<file path="src/rtl/acp_mm2s_pkg.sv">
// Shared definitions for the ACP MM2S datamover engine: command/status field
// offsets, AXI read response codes and FSM state encodings.
package acp_mm2s_pkg;

    localparam int CMD_BTT_LSB   = 0;
    localparam int CMD_BTT_W     = 23;
    localparam int CMD_TYPE_BIT  = 23;
    localparam int CMD_EOF_BIT   = 30;
    localparam int CMD_SADDR_LSB = 32;
    localparam int CMD_TAG_LSB   = 64;
    localparam int CMD_TAG_W     = 4;

    localparam int STS_TAG_LSB    = 0;
    localparam int STS_INTERR_BIT = 4;
    localparam int STS_DECERR_BIT = 5;
    localparam int STS_SLVERR_BIT = 6;
    localparam int STS_OKAY_BIT   = 7;

    localparam logic [1:0] RRESP_OKAY   = 2'b00;
    localparam logic [1:0] RRESP_EXOKAY = 2'b01;
    localparam logic [1:0] RRESP_SLVERR = 2'b10;
    localparam logic [1:0] RRESP_DECERR = 2'b11;

    // Enumerated FSM states kept as plain constants for legacy tools.
    localparam logic [2:0] ST_IDLE = 3'd0;
    localparam logic [2:0] ST_CALC = 3'd1;
    localparam logic [2:0] ST_ADDR = 3'd2;
    localparam logic [2:0] ST_DATA = 3'd3;
    localparam logic [2:0] ST_STS  = 3'd4;

    // ceil((2^23-1)/8) needs 21 bits.
    localparam int BEATS_W = 21;

    function automatic logic [7:0] sts_pack(input logic [CMD_TAG_W-1:0] tag,
                                            input logic interr,
                                            input logic decerr,
                                            input logic slverr);
        logic [7:0] s;
        s = 8'h00;
        s[STS_TAG_LSB +: CMD_TAG_W] = tag;
        s[STS_INTERR_BIT] = interr;
        s[STS_DECERR_BIT] = decerr;
        s[STS_SLVERR_BIT] = slverr;
        s[STS_OKAY_BIT]   = ~(interr | decerr | slverr);
        return s;
    endfunction

endpackage

</file>
<file path="src/rtl/acp_burst_calc.sv">
// Burst length for the next AR: the smallest of the burst cap, the beats still
// owed to the command, and the beats left before the next 4 KB boundary.
module acp_burst_calc
    import acp_mm2s_pkg::*;
#(
    parameter int C_MAX_BURST = 16
) (
    input  logic [BEATS_W-1:0] remaining,
    input  logic [8:0]         addr_beat,
    output logic [4:0]         len
);

    logic [9:0] page_beats;

    always_comb begin
        page_beats = 10'd512 - {1'b0, addr_beat};
        len = (remaining < BEATS_W'(C_MAX_BURST)) ? remaining[4:0] : 5'(C_MAX_BURST);
        if (page_beats < 10'(len)) begin
            len = page_beats[4:0];
        end
    end

endmodule

</file>
<file path="src/rtl/acp_mm2s_engine.sv">
// Command-driven MM2S engine: datamover commands in, ACP AXI3 reads, 64-bit stream
// and 8-bit status out. Define ACP_MM2S_PARTIAL_EN to allow BTT not a multiple of 8.
module acp_mm2s_engine
    import acp_mm2s_pkg::*;
#(
    parameter int         C_M_AXI_ADDR_WIDTH = 32,
    parameter int         C_M_AXI_DATA_WIDTH = 64,
    parameter int         C_MAX_BURST        = 16,
    parameter logic [2:0] C_PROT             = 3'b010,
    parameter logic [3:0] C_CACHE            = 4'b0011
) (
    input  logic                          clk,
    input  logic                          rst,
    input  logic [71:0]                   S_AXIS_CMD_TDATA,
    input  logic                          S_AXIS_CMD_TVALID,
    output logic                          S_AXIS_CMD_TREADY,
    output logic [7:0]                    M_AXIS_STS_TDATA,
    output logic                          M_AXIS_STS_TVALID,
    input  logic                          M_AXIS_STS_TREADY,
    output logic [C_M_AXI_ADDR_WIDTH-1:0] M_AXI_ARADDR,
    output logic [7:0]                    M_AXI_ARLEN,
    output logic [2:0]                    M_AXI_ARSIZE,
    output logic [1:0]                    M_AXI_ARBURST,
    output logic [2:0]                    M_AXI_ARPROT,
    output logic [3:0]                    M_AXI_ARCACHE,
    output logic                          M_AXI_ARVALID,
    input  logic                          M_AXI_ARREADY,
    input  logic [C_M_AXI_DATA_WIDTH-1:0] M_AXI_RDATA,
    input  logic [1:0]                    M_AXI_RRESP,
    input  logic                          M_AXI_RLAST,
    input  logic                          M_AXI_RVALID,
    output logic                          M_AXI_RREADY,
    output logic [C_M_AXI_DATA_WIDTH-1:0] M_AXIS_TDATA,
    output logic [7:0]                    M_AXIS_TKEEP,
    output logic                          M_AXIS_TLAST,
    output logic                          M_AXIS_TVALID,
    input  logic                          M_AXIS_TREADY
);

    logic [2:0]                    state, state_nxt;
    logic                          cmd_ready_q;
    logic [C_M_AXI_ADDR_WIDTH-1:0] addr_q, araddr_q;
    logic [BEATS_W-1:0]            rem_q, cmd_beats;
    logic [CMD_TAG_W-1:0]          tag_q;
    logic                          eof_q, bad_q, interr_q, slverr_q, decerr_q;
    logic [4:0]                    len_q, len_calc;
    logic [7:0]                    arlen_q;
    logic [CMD_BTT_W-1:0]          cmd_btt;
    logic [C_M_AXI_ADDR_WIDTH-1:0] cmd_saddr;
    logic                          cmd_bad, cmd_fire, r_fire, last_beat;
    logic                          unused_cmd;
`ifdef ACP_MM2S_PARTIAL_EN
    logic [2:0]                    btt_lo_q;
`endif

    assign cmd_btt    = S_AXIS_CMD_TDATA[CMD_BTT_LSB +: CMD_BTT_W];
    assign cmd_saddr  = S_AXIS_CMD_TDATA[CMD_SADDR_LSB +: C_M_AXI_ADDR_WIDTH];
    assign cmd_beats  = BEATS_W'((24'(cmd_btt) + 24'd7) >> 3);
    assign unused_cmd = ^{S_AXIS_CMD_TDATA[71:68], S_AXIS_CMD_TDATA[31], S_AXIS_CMD_TDATA[29:23]};

    always_comb begin
        cmd_bad = (cmd_btt == '0) || (cmd_saddr[2:0] != 3'b000);
`ifdef ACP_MM2S_PARTIAL_EN
        cmd_bad = cmd_bad;
`else
        cmd_bad = cmd_bad || (cmd_btt[2:0] != 3'b000);
`endif
    end

    // Handshakes: a transfer happens on a rising edge where VALID and READY are both 1.
    assign cmd_fire  = S_AXIS_CMD_TVALID && cmd_ready_q;
    assign r_fire    = (state == ST_DATA) && M_AXI_RVALID && M_AXIS_TREADY;
    assign last_beat = (rem_q == BEATS_W'(1));

    acp_burst_calc #(.C_MAX_BURST(C_MAX_BURST)) u_burst_calc (
        .remaining (rem_q),
        .addr_beat (addr_q[11:3]),
        .len       (len_calc)
    );

    always_comb begin
        state_nxt = state;
        case (state)
            ST_IDLE: if (cmd_fire) state_nxt = ST_CALC;
            ST_CALC: state_nxt = bad_q ? ST_STS : ST_ADDR;
            ST_ADDR: if (M_AXI_ARREADY) state_nxt = ST_DATA;
            ST_DATA: if (r_fire && M_AXI_RLAST) state_nxt = last_beat ? ST_STS : ST_CALC;
            ST_STS:  if (M_AXIS_STS_TREADY) state_nxt = ST_IDLE;
            default: state_nxt = ST_IDLE;
        endcase
    end

    always_ff @(posedge clk or posedge rst) begin
        if (rst) begin
            state       <= ST_IDLE;
            cmd_ready_q <= 1'b0;
            addr_q      <= '0;
            araddr_q    <= '0;
            arlen_q     <= 8'd0;
            rem_q       <= '0;
            len_q       <= 5'd0;
            tag_q       <= '0;
            eof_q       <= 1'b0;
            bad_q       <= 1'b0;
            interr_q    <= 1'b0;
            slverr_q    <= 1'b0;
            decerr_q    <= 1'b0;
`ifdef ACP_MM2S_PARTIAL_EN
            btt_lo_q    <= 3'd0;
`endif
        end else begin
            state       <= state_nxt;
            cmd_ready_q <= (state_nxt == ST_IDLE);
            case (state)
                ST_IDLE: if (cmd_fire) begin
                    addr_q   <= cmd_saddr;
                    rem_q    <= cmd_beats;
                    tag_q    <= S_AXIS_CMD_TDATA[CMD_TAG_LSB +: CMD_TAG_W];
                    eof_q    <= S_AXIS_CMD_TDATA[CMD_EOF_BIT];
                    bad_q    <= cmd_bad;
`ifdef ACP_MM2S_PARTIAL_EN
                    btt_lo_q <= cmd_btt[2:0];
`endif
                end
                ST_CALC: if (bad_q) begin
                    interr_q <= 1'b1;
                end else begin
                    len_q    <= len_calc;
                    araddr_q <= addr_q;
                    arlen_q  <= {3'b000, len_calc} - 8'd1;
                end
                ST_DATA: if (r_fire) begin
                    rem_q <= rem_q - BEATS_W'(1);
                    if (M_AXI_RRESP == RRESP_SLVERR) slverr_q <= 1'b1;
                    if (M_AXI_RRESP == RRESP_DECERR) decerr_q <= 1'b1;
                    if (M_AXI_RLAST) addr_q <= addr_q + (C_M_AXI_ADDR_WIDTH'(len_q) << 3);
                end
                ST_STS: if (M_AXIS_STS_TREADY) begin
                    interr_q <= 1'b0;
                    slverr_q <= 1'b0;
                    decerr_q <= 1'b0;
                end
                default: ;
            endcase
        end
    end

    assign S_AXIS_CMD_TREADY = cmd_ready_q;
    assign M_AXIS_STS_TVALID = (state == ST_STS);
    assign M_AXIS_STS_TDATA  = (state == ST_STS) ? sts_pack(tag_q, interr_q, decerr_q, slverr_q) : 8'h00;

    assign M_AXI_ARADDR  = araddr_q;
    assign M_AXI_ARLEN   = arlen_q;
    assign M_AXI_ARSIZE  = 3'd3;
    assign M_AXI_ARBURST = 2'b01;
    assign M_AXI_ARPROT  = C_PROT;
    assign M_AXI_ARCACHE = C_CACHE;
    assign M_AXI_ARVALID = (state == ST_ADDR);

    // R passes straight to the stream so backpressure reaches RREADY in the same cycle.
    assign M_AXI_RREADY  = (state == ST_DATA) && M_AXIS_TREADY;
    assign M_AXIS_TVALID = (state == ST_DATA) && M_AXI_RVALID;
    assign M_AXIS_TDATA  = M_AXI_RDATA;
    assign M_AXIS_TLAST  = (state == ST_DATA) && eof_q && last_beat;
`ifdef ACP_MM2S_PARTIAL_EN
    assign M_AXIS_TKEEP  = ((state == ST_DATA) && last_beat && (btt_lo_q != 3'd0)) ?
                           8'((9'd1 << btt_lo_q) - 9'd1) : 8'hFF;
`else
    assign M_AXIS_TKEEP  = 8'hFF;
`endif

endmodule

</file>
<file path="config.mk">
export PLATFORM = sky130hd
export DESIGN_NAME = acp_mm2s_engine
export DESIGN_NICKNAME = d
export VERILOG_FILES = /design/src/rtl/acp_mm2s_pkg.sv /design/src/rtl/acp_burst_calc.sv /design/src/rtl/acp_mm2s_engine.sv
export SDC_FILE = /design/constraint.sdc
export NUM_CORES = 1
export LEC_CHECK = 0
export ABC_AREA = 1
export CORE_MARGIN = 2
export CORE_UTILIZATION = 30
export CTS_CLUSTER_SIZE = 12
export DETAILED_ROUTE_END_ITERATION = 8
export GPL_TIMING_DRIVEN = 0
export HOLD_SLACK_MARGIN = 0.1
export PLACE_DENSITY_LB_ADDON = 0.3
export SYNTH_ARGS = -nofsm -noshare
export SYNTH_HDL_FRONTEND = slang
export SYNTH_SLANG_ARGS = --single-unit
</file>
<file path="constraint.sdc">
create_clock -name clk -period 7.88 [get_ports clk]
set_input_delay 1.576 -clock clk [delete_from_list [all_inputs] [get_ports clk]]
set_output_delay 1.576 -clock clk [all_outputs]
set_load 0.02 [all_outputs]
</file>
# Word-level counts from Yosys, hierarchy flattened

Index checks and enable logic that the tools add are counted.

Equal/unequal tests: 14
Magnitude comparators: 2
Add/subtract/negate cells: 5
Mux-type cells: 26
Bitwise gates (word level): 4
Reductions and logical operators: 24

Operators with widths:

| cell                                                                          | count |
|---|---|
| 32-bit 2-to-1 mux                                                             | 3 |
| 32-bit one-hot mux with 2 select lines                                        | 1 |
| 21-bit 2-to-1 mux                                                             | 2 |
| 21-bit one-hot mux with 2 select lines                                        | 1 |
| 32-bit by 8-bit adder with 32-bit output                                      | 1 |
| 23-bit by 3-bit adder with 24-bit output, second input constant               | 1 |
| 23-bit logical NOT                                                            | 1 |
| 21-bit by 1-bit equality test with 1-bit output, second input constant        | 1 |
| 21-bit by 5-bit less-than comparator with 1-bit output, second input constant | 1 |
| 21-bit by 1-bit subtractor with 21-bit output, second input constant          | 1 |
| 3-bit 2-to-1 mux                                                              | 6 |
| 3-bit one-hot mux with 5 select lines                                         | 1 |
| 4-bit AND reduction                                                           | 3 |
| 10-bit by 5-bit less-than comparator with 1-bit output                        | 1 |
| 5-bit 2-to-1 mux                                                              | 2 |
| 10-bit by 9-bit subtractor with 10-bit output, first input constant           | 1 |
| 8-bit 2-to-1 mux                                                              | 1 |
| 2-bit inequality test, second input constant                                  | 4 |
| 1-bit logical AND                                                             | 7 |
| 3-bit by 2-bit equality test with 1-bit output, second input constant         | 2 |
| 3-bit logical NOT                                                             | 2 |
| 1-bit 2-to-1 mux                                                              | 6 |
| 2-bit by 1-bit inequality test with 1-bit output, second input constant       | 3 |
| 1-bit one-hot mux with 2 select lines                                         | 3 |
| other kinds (11)                                                              | 20 |

Bits in registers: 111
Output and inout bits: 138
Input bits: 146
Logic and storage cells: 88

# Longest topological paths before layout

Gate-level depths: netlist of run 1.

Word-level depth: 7
Depth in mapped cells: 20
Depth with buffers taken out: 20

# Cells and area by module

A second synthesis of run 1 with hierarchy kept.

Cells, all modules: 1252
Area total of the unflattened synthesis: 8122.8 um^2

Modules (own cells, without submodules):

| module          | times used | sequential area each (um^2) | area an instance (um^2) | cells an instance |
|---|---|---|---|---|
| acp_mm2s_engine | 1          | 2727.6                      | 7676.1                  | 1167 |
| acp_burst_calc  | 1          | 0.0                         | 446.7                   | 85 |

# Least setup slack after synthesis of run 1

Ideal clock, no wire load.

Path type: input to output
From: input M_AXI_RVALID
To: output M_AXIS_TVALID
Path slack: 4.414 ns
Path buffers: 0
Stages: 2
Data arrival time: 1.890 ns
Data required time: 6.304 ns
Cells stage by stage: inv_1 nor2_1

Cells in the longest elaborated chain, start to end: 1

RTL lines:

| element           | line                   | RTL |
|---|---|---|
| start, declared   | acp_mm2s_engine.sv:31  | `input logic M_AXI_RVALID,` |
| 1-bit logical AND | acp_mm2s_engine.sv:162 | `assign M_AXIS_TVALID = (state == ST_DATA) && M_AXI_RVALID;` |
| end, declared     | acp_mm2s_engine.sv:36  | `output logic M_AXIS_TVALID,` |

No other way between the ends.

# Final worst setup path of run 1

Ends and elaborated chain as after synthesis.

==> results.txt, run 1 <==
Slowest stage delay, CP: 630 ps
Grt total ovfl: 0
Post-DP HPWL: 18700 um
Post-synth ARST share: 100%
Worst skew pair latency: 360 ps
Fin. Hold Viols: 0
Hold WC Path Type: reg2reg
Vias in the first global route: 7090
Die width: 161 um
Relative slew slack: 38.3%
Slowest CP cell: clkdlybuf4s50_1
Post-route clock period utilization: 55.6%
Die height: 161 um
Final non-filler cell total: 1579
NumNets Final: 1410
Switching pwr: 1.11 mW
Combinational fraction of design power: 46.0%
First-pass GRT wire length: 37600 um
ANT cells: 0
Distinct cells, synth: 43
P_int: 1.45 mW
Drt total wl: 24200 um
Worst path cell trace: clkdlybuf4s50_1 -> inv_1 -> nor2_1 -> clkdlybuf4s50_1
Clock power share: 17.2%
Yosys reg bits: 109
Post-DP Area: 9740 um^2
GRT Overall Usage: 18.3%
Area delta synth->final: 36.0%
Synth Flop Type: dfrtp_1
Initial Util: 30.5%
Worst Skew: 14.5 ps
Design area: 10000 um^2
DRC viols: 0
Worst setup SP type: input pin
H-tree depth: 3
Post-CTS Resized: 0
Die Area: 25800 um^2
Syn_area_per_cell: 7.13 um^2
DRT iter0 DRCs: 621
# hold bufs at CTS: 0
Setup total negative slack: 0 ps
WP buf/inv: 3
CTS sink count: 109
Critical path class: in2out
Seq pwr share: 36.9%
IO Pins: 284
Root Driver: clkbuf_16
Clock-pin slew on the worst setup and hold paths: 80 ps
Largest net degree at the start of global routing: 75
F_max: 0.228 GHz
Worst setup EP type: output pin
Placeable Area: 24200 um^2
Cell area after synthesis: 7360 um^2
Row count: 57
R2r setup slk: 4440 ps
Wirelength per Cell: 15.3 um
Final Wtd Congestion: 0.903
Max-slew violation count: 0
Bufs on Longest Clock Path: 2
Synth Warn #: 0
Most frequent CP cell: clkdlybuf4s50_1
Initial antenna violation count: 0
Final setup viols: 0
Min Clock Period, post-route: 4380 ps
DP Cell Count: 1563
Pre-antenna DRT Iters: 5
Power Dens Cells: 256 nW/um^2
Maximum vdd drop: 118 uV
Post-synth EDFFs: 0
Vias: 7599
Detail Route Antenna Nets: 0
Sw Ratio: 43.3%
Sequential area share after synthesis: 37.0%
Cells after Synth: 1033
RSZ-0062 raised after global routing: no
Delay-heaviest family, CP: buffers and inverters
CTS buffer count: 9
Pleak: 4.52 nW
Share of cells above drive strength 1: 9.56%
Slew @ Worst Pin: 926 ps
Critical-path maximum fanout: 2
Worst EP arrival: 2800 ps
CTS tree: done
Vias/cell: 4.81
Post-layout power: 2.57 mW
Setup Fix Bufs, Post-CTS: 0
Outcome: complete, no violations
IO buf count: 187
CP required: 6300 ps
Number of max-cap violations: 0
## power by group through the flow
stage / registers, mW / logic (mW) / clock network, mW
floorplan: 0.980 / 0.695 / 0
global placement: 0.948 / 1.16 / 0
detailed placement: 0.952 / 1.18 / 0
CTS: 0.943 / 1.18 / 0.451
global route: 0.978 / 1.31 / 0.475
finish: 0.946 / 1.18 / 0.440
## placed cells by master (no fill, tap or decap), drive strengths merged
cell type,n
nand2,207
clkdlybuf4s50,187
inv,133
o21ai,119
nor2,110
dfrtp,109
buf,94
nand3,50
a21oi,36
clkbuf,33
nor3,32
nand4,24
conb,20
o211ai,17
xor2,15
ha,13
nor4,10
a31oi,8
o22ai,6
clkinv,6
nand3b,5
a22oi,4
xnor2,3
a32oi,2
a31o,1
and2,1
or2,1
a311oi,1
o221ai,1
a41oi,1
o311ai,1
a2111o,1
a2111oi,1
o21a,1
fa,1
clkinvlp,1
## per-layer routing
layer / routed length (um) / global-route usage, % / vias up
met1: 10700 / 24.9 / 3534
met3: 1850 / 3.72 / 29
met5: 0 / 0 / -
li1: - / - / 3725
met4: 302 / 4.22 / 0
met2: 11300 / 30.0 / 311
## final cells by class
cell class	count	area, um^2
fillers	2499	14200
multi-input cells	692	3420
flip-flops and latches	109	2730
repair buffers	188	1900
plain buffers	116	778
inverters	134	508
well taps	324	405
clock buffers	10	229
clock inverters	6	47.5
## Yosys cell counts (4+ instances only)
| cell | instances | area, um^2 |
|---|---|---|
| nand3b_1 | 5 | 37.5 |
| a21oi_1 | 35 | 175 |
| o21ai_1 | 8 | 40.0 |
| ha_1 | 13 | 163 |
| o211ai_1 | 17 | 128 |
| dfrtp_1 | 109 | 2730 |
| o21ai_0 | 111 | 556 |
| nor3_1 | 31 | 155 |
| buf_2 | 4 | 20.0 |
| nand3_1 | 50 | 250 |
| nor4_1 | 9 | 56.3 |
| xor2_1 | 15 | 131 |
| inv_1 | 129 | 484 |
| nor2_1 | 107 | 402 |
| clkbuf_1 | 23 | 86.3 |
| o22ai_1 | 6 | 37.5 |
| nand4_1 | 24 | 150 |
| nand2_1 | 207 | 777 |
| a22oi_1 | 4 | 30.0 |
| buf_4 | 88 | 661 |
| a31oi_1 | 8 | 50.1 |
## state kept, by name (all words and copies together) (netlist names)
register	cells
len_q	5
rem_q	21
decerr_q	1
M_AXI_ARADDR	32
M_AXI_ARLEN	6
state	3
addr_q	32
tag_q	4
slverr_q	1
eof_q	1
bad_q	1
S_AXIS_CMD_TREADY	1
interr_q	1
## worst paths after layout
check / depth (start not counted) / to / from
worst max-delay path: 4 / M_AXIS_TVALID / M_AXI_RVALID
worst min-delay path: 2 / M_AXI_ARADDR[1] / M_AXI_ARADDR[1]
worst max register to register: 17 / M_AXI_ARLEN[2] / rem_q[10]
worst min register to register: 2 / M_AXI_ARADDR[1] / M_AXI_ARADDR[1]
max in group asynchronous: 3 / len_q[4] / rst
min in group asynchronous: 2 / M_AXI_ARADDR[18] / rst
## worst register-to-register path, stage by stage (launching register included)
cell	delay, ps
dfrtp_1	410
nor2_1	180
nand2_1	150
nor4_2	580
nand2_1	160
ha_1	330
nand2_1	70
inv_1	30
o21ai_0	130
nand4_1	100
nor2_1	260
nand2_1	200
nand2_1	110
nand2_1	110
ha_1	250
xnor2_1	130
nand2_1	60
nand2_1	50
## kinds of logic (layout without fill, tap and decap cells)
family	Yosys count	in the layout	share of synthesized area [%]
AOI/OAI and AO/OA	200	200	15.1
xor gates and xnor gates	18	18	2.14
adders and majority gates	14	14	2.48
buffers and inverters	250	454	17.4
DFF	109	109	37.0
other	2	20	0.102
and+or+nand+nor	440	440	25.7
## through the flow
step / utilization, % / hold WS [ps] / worst slack, ps
floorplan: - / 442 / 3430
global placement: 40.2 / 464 / 1570
detailed placement: 40.3 / 471 / 3490
CTS: 41.4 / 491 / 3490
global route: 41.4 / 518 / 3430
finish: 41.4 / 484 / 3500
Note: power is estimated with default switching activity, not from simulation.
==> run 2: changes to the inputs <==
==> constraint.sdc (replaced) <==
create_clock -name clk -period 3.6 [get_ports clk]
set_input_delay 0.72 -clock clk [delete_from_list [all_inputs] [get_ports clk]]
set_output_delay 0.72 -clock clk [all_outputs]
set_load 0.02 [all_outputs]
==> run 2 against run 1 <==
Against the previous run:
- combinational power increased by 120%
- sequential power increased by 120%
- setup slack worse by 3300 ps
- largest cell class unchanged
- first-iteration DRC count shrank 1.6%
- non-clock buffer count increased by 1
- clock skew shrank 1.1 ps
- core utilization increased by 0.078 points
==> results.txt, run 2 (synthesized netlist as in run 1, its figures left out) <==
Outcome: complete, no violations (unchanged)
CP required: 2880 ps (was 6300 ps)
DRC viols: 0 (unchanged)
Drt total wl: 24200 um (about the same)
Min Clock Period, post-route: 3380 ps
Die Area: 25800 um^2 (unchanged)
CTS buffer count: 9 (unchanged)
Post-route clock period utilization: 93.8%
Largest net degree at the start of global routing: 75 (unchanged)
Row count: 57 (unchanged)
CTS sink count: 109 (unchanged)
Initial Util: 30.5% (unchanged)
Slew @ Worst Pin: 887 ps (was 926 ps)
Area delta synth->final: 36.3% (was 36.0%)
Worst setup EP type: output pin (unchanged)
First-pass GRT wire length: 37600 um (unchanged)
Worst Hold End: M_AXI_ARADDR[1] (unchanged)
Worst setup SP type: flop (was input pin)
Most frequent cells in the layout: 207 x nand2_1, 187 x clkdlybuf4s50_1, 128 x inv_1 (unchanged)
Post-route setup slack: 225 ps (was 3500 ps)
CTS tree: done (unchanged)
GRT Overall Usage: 18.3% (unchanged)
Max-slew violation count: 0 (unchanged)
Critical path class: reg2out (was in2out)
Grt total ovfl: 0 (unchanged)
Hold WC Path Type: reg2reg (unchanged)
Fillers: 2497 (was 2499)
F_max: 0.296 GHz
Detail Route Antenna Nets: 0 (unchanged)
Worst EP arrival: 2660 ps (was 2800 ps)
Endpoint of the worst register-to-register path: M_AXI_ARLEN[2] (unchanged)
Pre-antenna DRT Iters: 5 (unchanged)
Vias in the first global route: 7090 (unchanged)
IO Pins: 284 (unchanged)
NumNets Final: 1411 (was 1410)
Most common cell after layout, fill and taps aside: nand2_1 (unchanged)
Root Driver: clkbuf_16 (unchanged)
Final setup viols: 0 (unchanged)
Pleak: 4.54 nW (was 4.52 nW)
Post-DP HPWL: 18700 um (unchanged)
Number of max-cap violations: 0 (unchanged)
Clock-pin slew on the worst setup and hold paths: 80 ps (about the same)
R2r setup slk: 400 ps (was 4440 ps)
Worst Skew: 13.5 ps (was 14.5 ps)
Power Dens Cells: 560 nW/um^2 (was 256 nW/um^2)
Vias/cell: 4.79 (was 4.81)
Initial antenna violation count: 0 (unchanged)
Reg2Reg Depth: 17 (unchanged)
Die width: 161 um (unchanged)
Worst skew pair latency: 360 ps (about the same)
Pre-CTS setup slack: 145 ps (was 3490 ps)
Post-layout power: 5.62 mW (was 2.57 mW)
Maximum vdd drop: 259 uV (was 118 uV)
Final Wtd Congestion: 0.903 (unchanged)
Fin. Hold Viols: 0 (unchanged)
Placeable Area: 24200 um^2 (unchanged)
Hold Path Cell Cnt: 2 (unchanged)
Hold_sp: M_AXI_ARADDR[1] (unchanged)
Core Util, Final: 41.5% (was 41.4%)
H-tree depth: 3 (unchanged)
Die height: 161 um (unchanged)
Critical-path maximum fanout: 10 (was 2)
Worst r2r src: rem_q[17] (was rem_q[10])
IO buf count: 187 (unchanged)
Bufs on Longest Clock Path: 2 (unchanged)
ANT cells: 0 (unchanged)
DRT iter0 DRCs: 611 (was 621)
Relative slew slack: 40.9% (was 38.3%)
Vias: 7567 (was 7599)
Wirelength per Cell: 15.3 um (about the same)
Share of cells above drive strength 1: 9.71% (was 9.56%)
RSZ-0062 raised after global routing: no (unchanged)
[run 2: cell count changes in the layout (fill, tap and decap cells not counted)]
| cell | before | now |
|---|---|---|
| buf_4 | 88 | 89 |
| nor2_1 | 107 | 106 |
| nor2_2 | 2 | 3 |
| nor4_2 | 1 | 0 |
| nor4_4 | 0 | 1 |
[run 2: metrics by stage]
stage	std cells	instance area (um^2)	setup TNS (ps)	hold WS, ps
after floorplan	1051	7430	0	442
after global placement	1562	9710	-201520	464
after detailed placement	1563	9740	0	471
after CTS	1579	10000	0	491
after global routing	1580	10000	0	518
final	1580	10000	0	484
[run 2: cell type report]
cell class	instances	area [um^2]	area share (%)
Timing Repair Buffer	189	1910	19.0
Clock inverter	6	47.5	0.474
Clock buffer	10	229	2.28
Tap cell	324	405	4.04
Sequential cell	109	2730	27.2
Inverter	134	508	5.06
Multi-Input combinational cell	692	3430	34.2
Buffer	116	778	7.75
[run 2: worst max path at each step]
stage,from,slack (ps),end,cells past startpoint
finish,state[2],220,M_AXIS_TLAST,5
global placement,rst,-1860,M_AXI_ARADDR[2],2
detailed placement,rem_q[10],140,M_AXI_ARLEN[2],17
global route,rem_q[17],30,M_AXI_ARLEN[2],17
CTS,rem_q[10],130,M_AXI_ARLEN[2],17
floorplan,rst,6,M_AXI_ARADDR[0],1
[run 2: what timing repair did]
item                       4_1_cts  5_1_grt
gates resized for setup          0        2
buffers inserted                 0        1
setup endpoints to repair        0        4
hold buffers                     0        0
[run 2: critical path, cell delays in order, from the launching register on]
cell and delay (ps):
dfrtp_1 450, nor3_4 410, clkbuf_1 560, nand2_1 100, nor2_1 150, clkdlybuf4s50_1 630
[run 2: layer usage]
metal | up-vias | share of wire, % | wire (um) | global-route usage (%)
met2 | 291 | 47 | 11300 | 30.0
li1 | 3730 | - | - | -
met3 | 24 | 7.4 | 1790 | 3.72
met1 | 3522 | 44 | 10700 | 24.9
met5 | - | 0 | 0 | 0
met4 | 0 | 1.2 | 278 | 4.22
[run 2: power by group]
part,total [mW],switching [mW],internal (mW)
Clock,0.962,0.486,0.476
Sequential,2.07,0.384,1.69
Combinational,2.58,1.56,1.02
Total,5.62,2.43,3.18
==> run 3: changes to the inputs <==
--- a/config.mk
+++ b/config.mk
@@ -10,7 +10,7 @@
 export CORE_UTILIZATION = 30
 export CTS_CLUSTER_SIZE = 12
 export DETAILED_ROUTE_END_ITERATION = 8
-export GPL_TIMING_DRIVEN = 0
+export GPL_TIMING_DRIVEN = 1
 export HOLD_SLACK_MARGIN = 0.1
 export PLACE_DENSITY_LB_ADDON = 0.3
 export SYNTH_ARGS = -nofsm -noshare
==> run 3 against run 2 <==
Against the previous run:
- first-iteration DRC count fell by 42%
- worst hold slack got worse by 0.56 ps
- cell count decreased by 11%
- routed wire length fell by 17%
- critical path depth increased by 13
- clock-buffer cell count is 1 lower
- total power decreased by 5.1%
- highest routed layer unchanged
==> results.txt, run 3 (synthesized netlist as in run 1, its figures left out) <==
Placeable Area: 24200 um^2 (unchanged)
H-tree depth: 3 (unchanged)
Power Dens Cells: 616 nW/um^2 (was 560 nW/um^2)
Post-route clock period utilization: 88.8% (was 93.8%)
Outcome: complete, no violations (unchanged)
Pre-antenna DRT Iters: 5 (unchanged)
Slew @ Worst Pin: 721 ps (was 887 ps)
Row count: 57 (unchanged)
Die Area: 25800 um^2 (unchanged)
GRT Overall Usage: 15.6% (was 18.3%)
Critical path class: reg2reg (was reg2out)
CTS sink count: 109 (unchanged)
Initial Util: 30.5% (unchanged)
Vias: 6649 (was 7567)
NumNets Final: 1240 (was 1411)
Most frequent cells in the layout: 207 x nand2_1, 128 x inv_1, 123 x clkdlybuf4s50_1 (was 207 x nand2_1, 187 x clkdlybuf4s50_1, 128 x inv_1)
Drt total wl: 20100 um (was 24200 um)
Wirelength per Cell: 14.3 um (was 15.3 um)
Initial antenna violation count: 0 (unchanged)
CTS tree: done (unchanged)
Area delta synth->final: 17.7% (was 36.3%)
Detail Route Antenna Nets: 0 (unchanged)
Vias/cell: 4.73 (was 4.79)
ANT cells: 0 (unchanged)
RSZ-0062 raised after global routing: no (unchanged)
CP required: 3840 ps (was 2880 ps)
Grt total ovfl: 0 (unchanged)
Maximum vdd drop: 223 uV (was 259 uV)
Hold WC Path Type: reg2reg (unchanged)
Max-slew violation count: 0 (unchanged)
Post-layout power: 5.33 mW (was 5.62 mW)
Worst EP arrival: 3440 ps (was 2660 ps)
Post-DP HPWL: 14900 um (was 18700 um)
Most common cell after layout, fill and taps aside: nand2_1 (unchanged)
DRT iter0 DRCs: 352 (was 611)
Fin. Hold Viols: 0 (unchanged)
Setup Fix Bufs, Post-CTS: 0 (unchanged)
Post-CTS Resized: 0 (unchanged)
Worst setup SP type: flop (unchanged)
Design area: 8660 um^2 (was 10000 um^2)
Bufs on Longest Clock Path: 2 (unchanged)
DRC viols: 0 (unchanged)
Setup total negative slack: 0 ps (unchanged)
First-pass GRT wire length: 32800 um (was 37600 um)
Die width: 161 um (unchanged)
F_max: 0.313 GHz (was 0.296 GHz)
Root Driver: clkbuf_16 (unchanged)
Relative slew slack: 51.5% (was 40.9%)
Pleak: 3.83 nW (was 4.54 nW)
Post-DP Area: 8400 um^2 (was 9740 um^2)
IO buf count: 123 (was 187)
Number of max-cap violations: 0 (unchanged)
Min Clock Period, post-route: 3200 ps (was 3380 ps)
# hold bufs at CTS: 0 (unchanged)
Worst Skew: 8.90 ps (was 13.5 ps)
Share of cells above drive strength 1: 3.42% (was 9.71%)
IO Pins: 284 (unchanged)
Final Wtd Congestion: 0.862 (was 0.903)
Largest net degree at the start of global routing: 78 (was 75)
Worst skew pair latency: 350 ps (was 360 ps)
Core Util, Final: 35.8% (was 41.5%)
Vias in the first global route: 6377 (was 7090)
Worst setup EP type: flop (was output pin)
CTS buffer count: 9 (unchanged)
Final setup viols: 0 (unchanged)
Die height: 161 um (unchanged)
Critical-path maximum fanout: 6 (was 10)
Hold Slack: 483 ps (was 484 ps)
Clock-pin slew on the worst setup and hold paths: 80 ps (about the same)
run 3: changes by cell type in the layout (fill, tap and decap cells not counted), moves of 2 or more:
cell	previous run	this run
clkdlybuf4s50_1	187	123
inv_6	2	0
clkbuf_1	24	0
buf_2	4	0
buf_4	89	10
clkinvlp_4	1	3
run 3: per-stage QoR:
stage	std cells	worst slack (ps)
floorplan	1051	6.05
global placement	1393	470
detailed placement	1393	398
CTS	1407	383
global route	1407	10.8
finish	1407	403
run 3: report_power, final:
part / switching [mW] / internal (mW) / total, mW
sequential: 0.375 / 1.69 / 2.06
combinational: 1.42 / 0.892 / 2.31
clock: 0.490 / 0.466 / 0.955
run 3: cell type report:
type,count,area [um^2]
Clock buffer,9,225
Fill cell,2595,15500
Sequential cell,109,2730
Timing Repair Buffer,134,1330
Multi-Input combinational cell,692,3430
Clock inverter,5,40.0
Inverter,134,505
Tap cell,324,405
run 3: per-layer routing:
metal | global-route usage, % | wire length (um) | vias to the layer above | part of all wire, %
li1 | - | - | 3370 | -
met2 | 25.2 | 9000 | 196 | 45
met3 | 2.94 | 1100 | 24 | 5.5
met5 | 0 | 0 | - | 0
met4 | 3.69 | 277 | 0 | 1.4
met1 | 21.7 | 9710 | 3059 | 48
run 3: worst max-delay path, stage by stage (launching register included):
cell     delay (ps)
dfrtp_1         410
nor2_1          210
nand2_1         130
nor4_2          260
buf_4           180
nand2_1          80
ha_1            300
nand2_1          70
inv_1            30
o21ai_0         140
nand4_1         110
nor2_1          250
nand2_1         180
nand2_1         130
nand2_1         110
ha_1            250
xnor2_1         130
nand2_1          60
nand2_1          60
run 3: worst paths after layout:
check,slack [ps],to,cells past startpoint,start
setup / recovery,400,M_AXI_ARLEN[2],18,rem_q[10]
hold / removal,480,M_AXI_ARADDR[0],2,addr_q[0]
setup reg to reg,400,M_AXI_ARLEN[2],18,rem_q[10]
min in group asynchronous,800,M_AXI_ARADDR[15],2,rst
max in group asynchronous,2030,state[0],3,rst
hold reg to reg,480,M_AXI_ARADDR[0],2,addr_q[0]
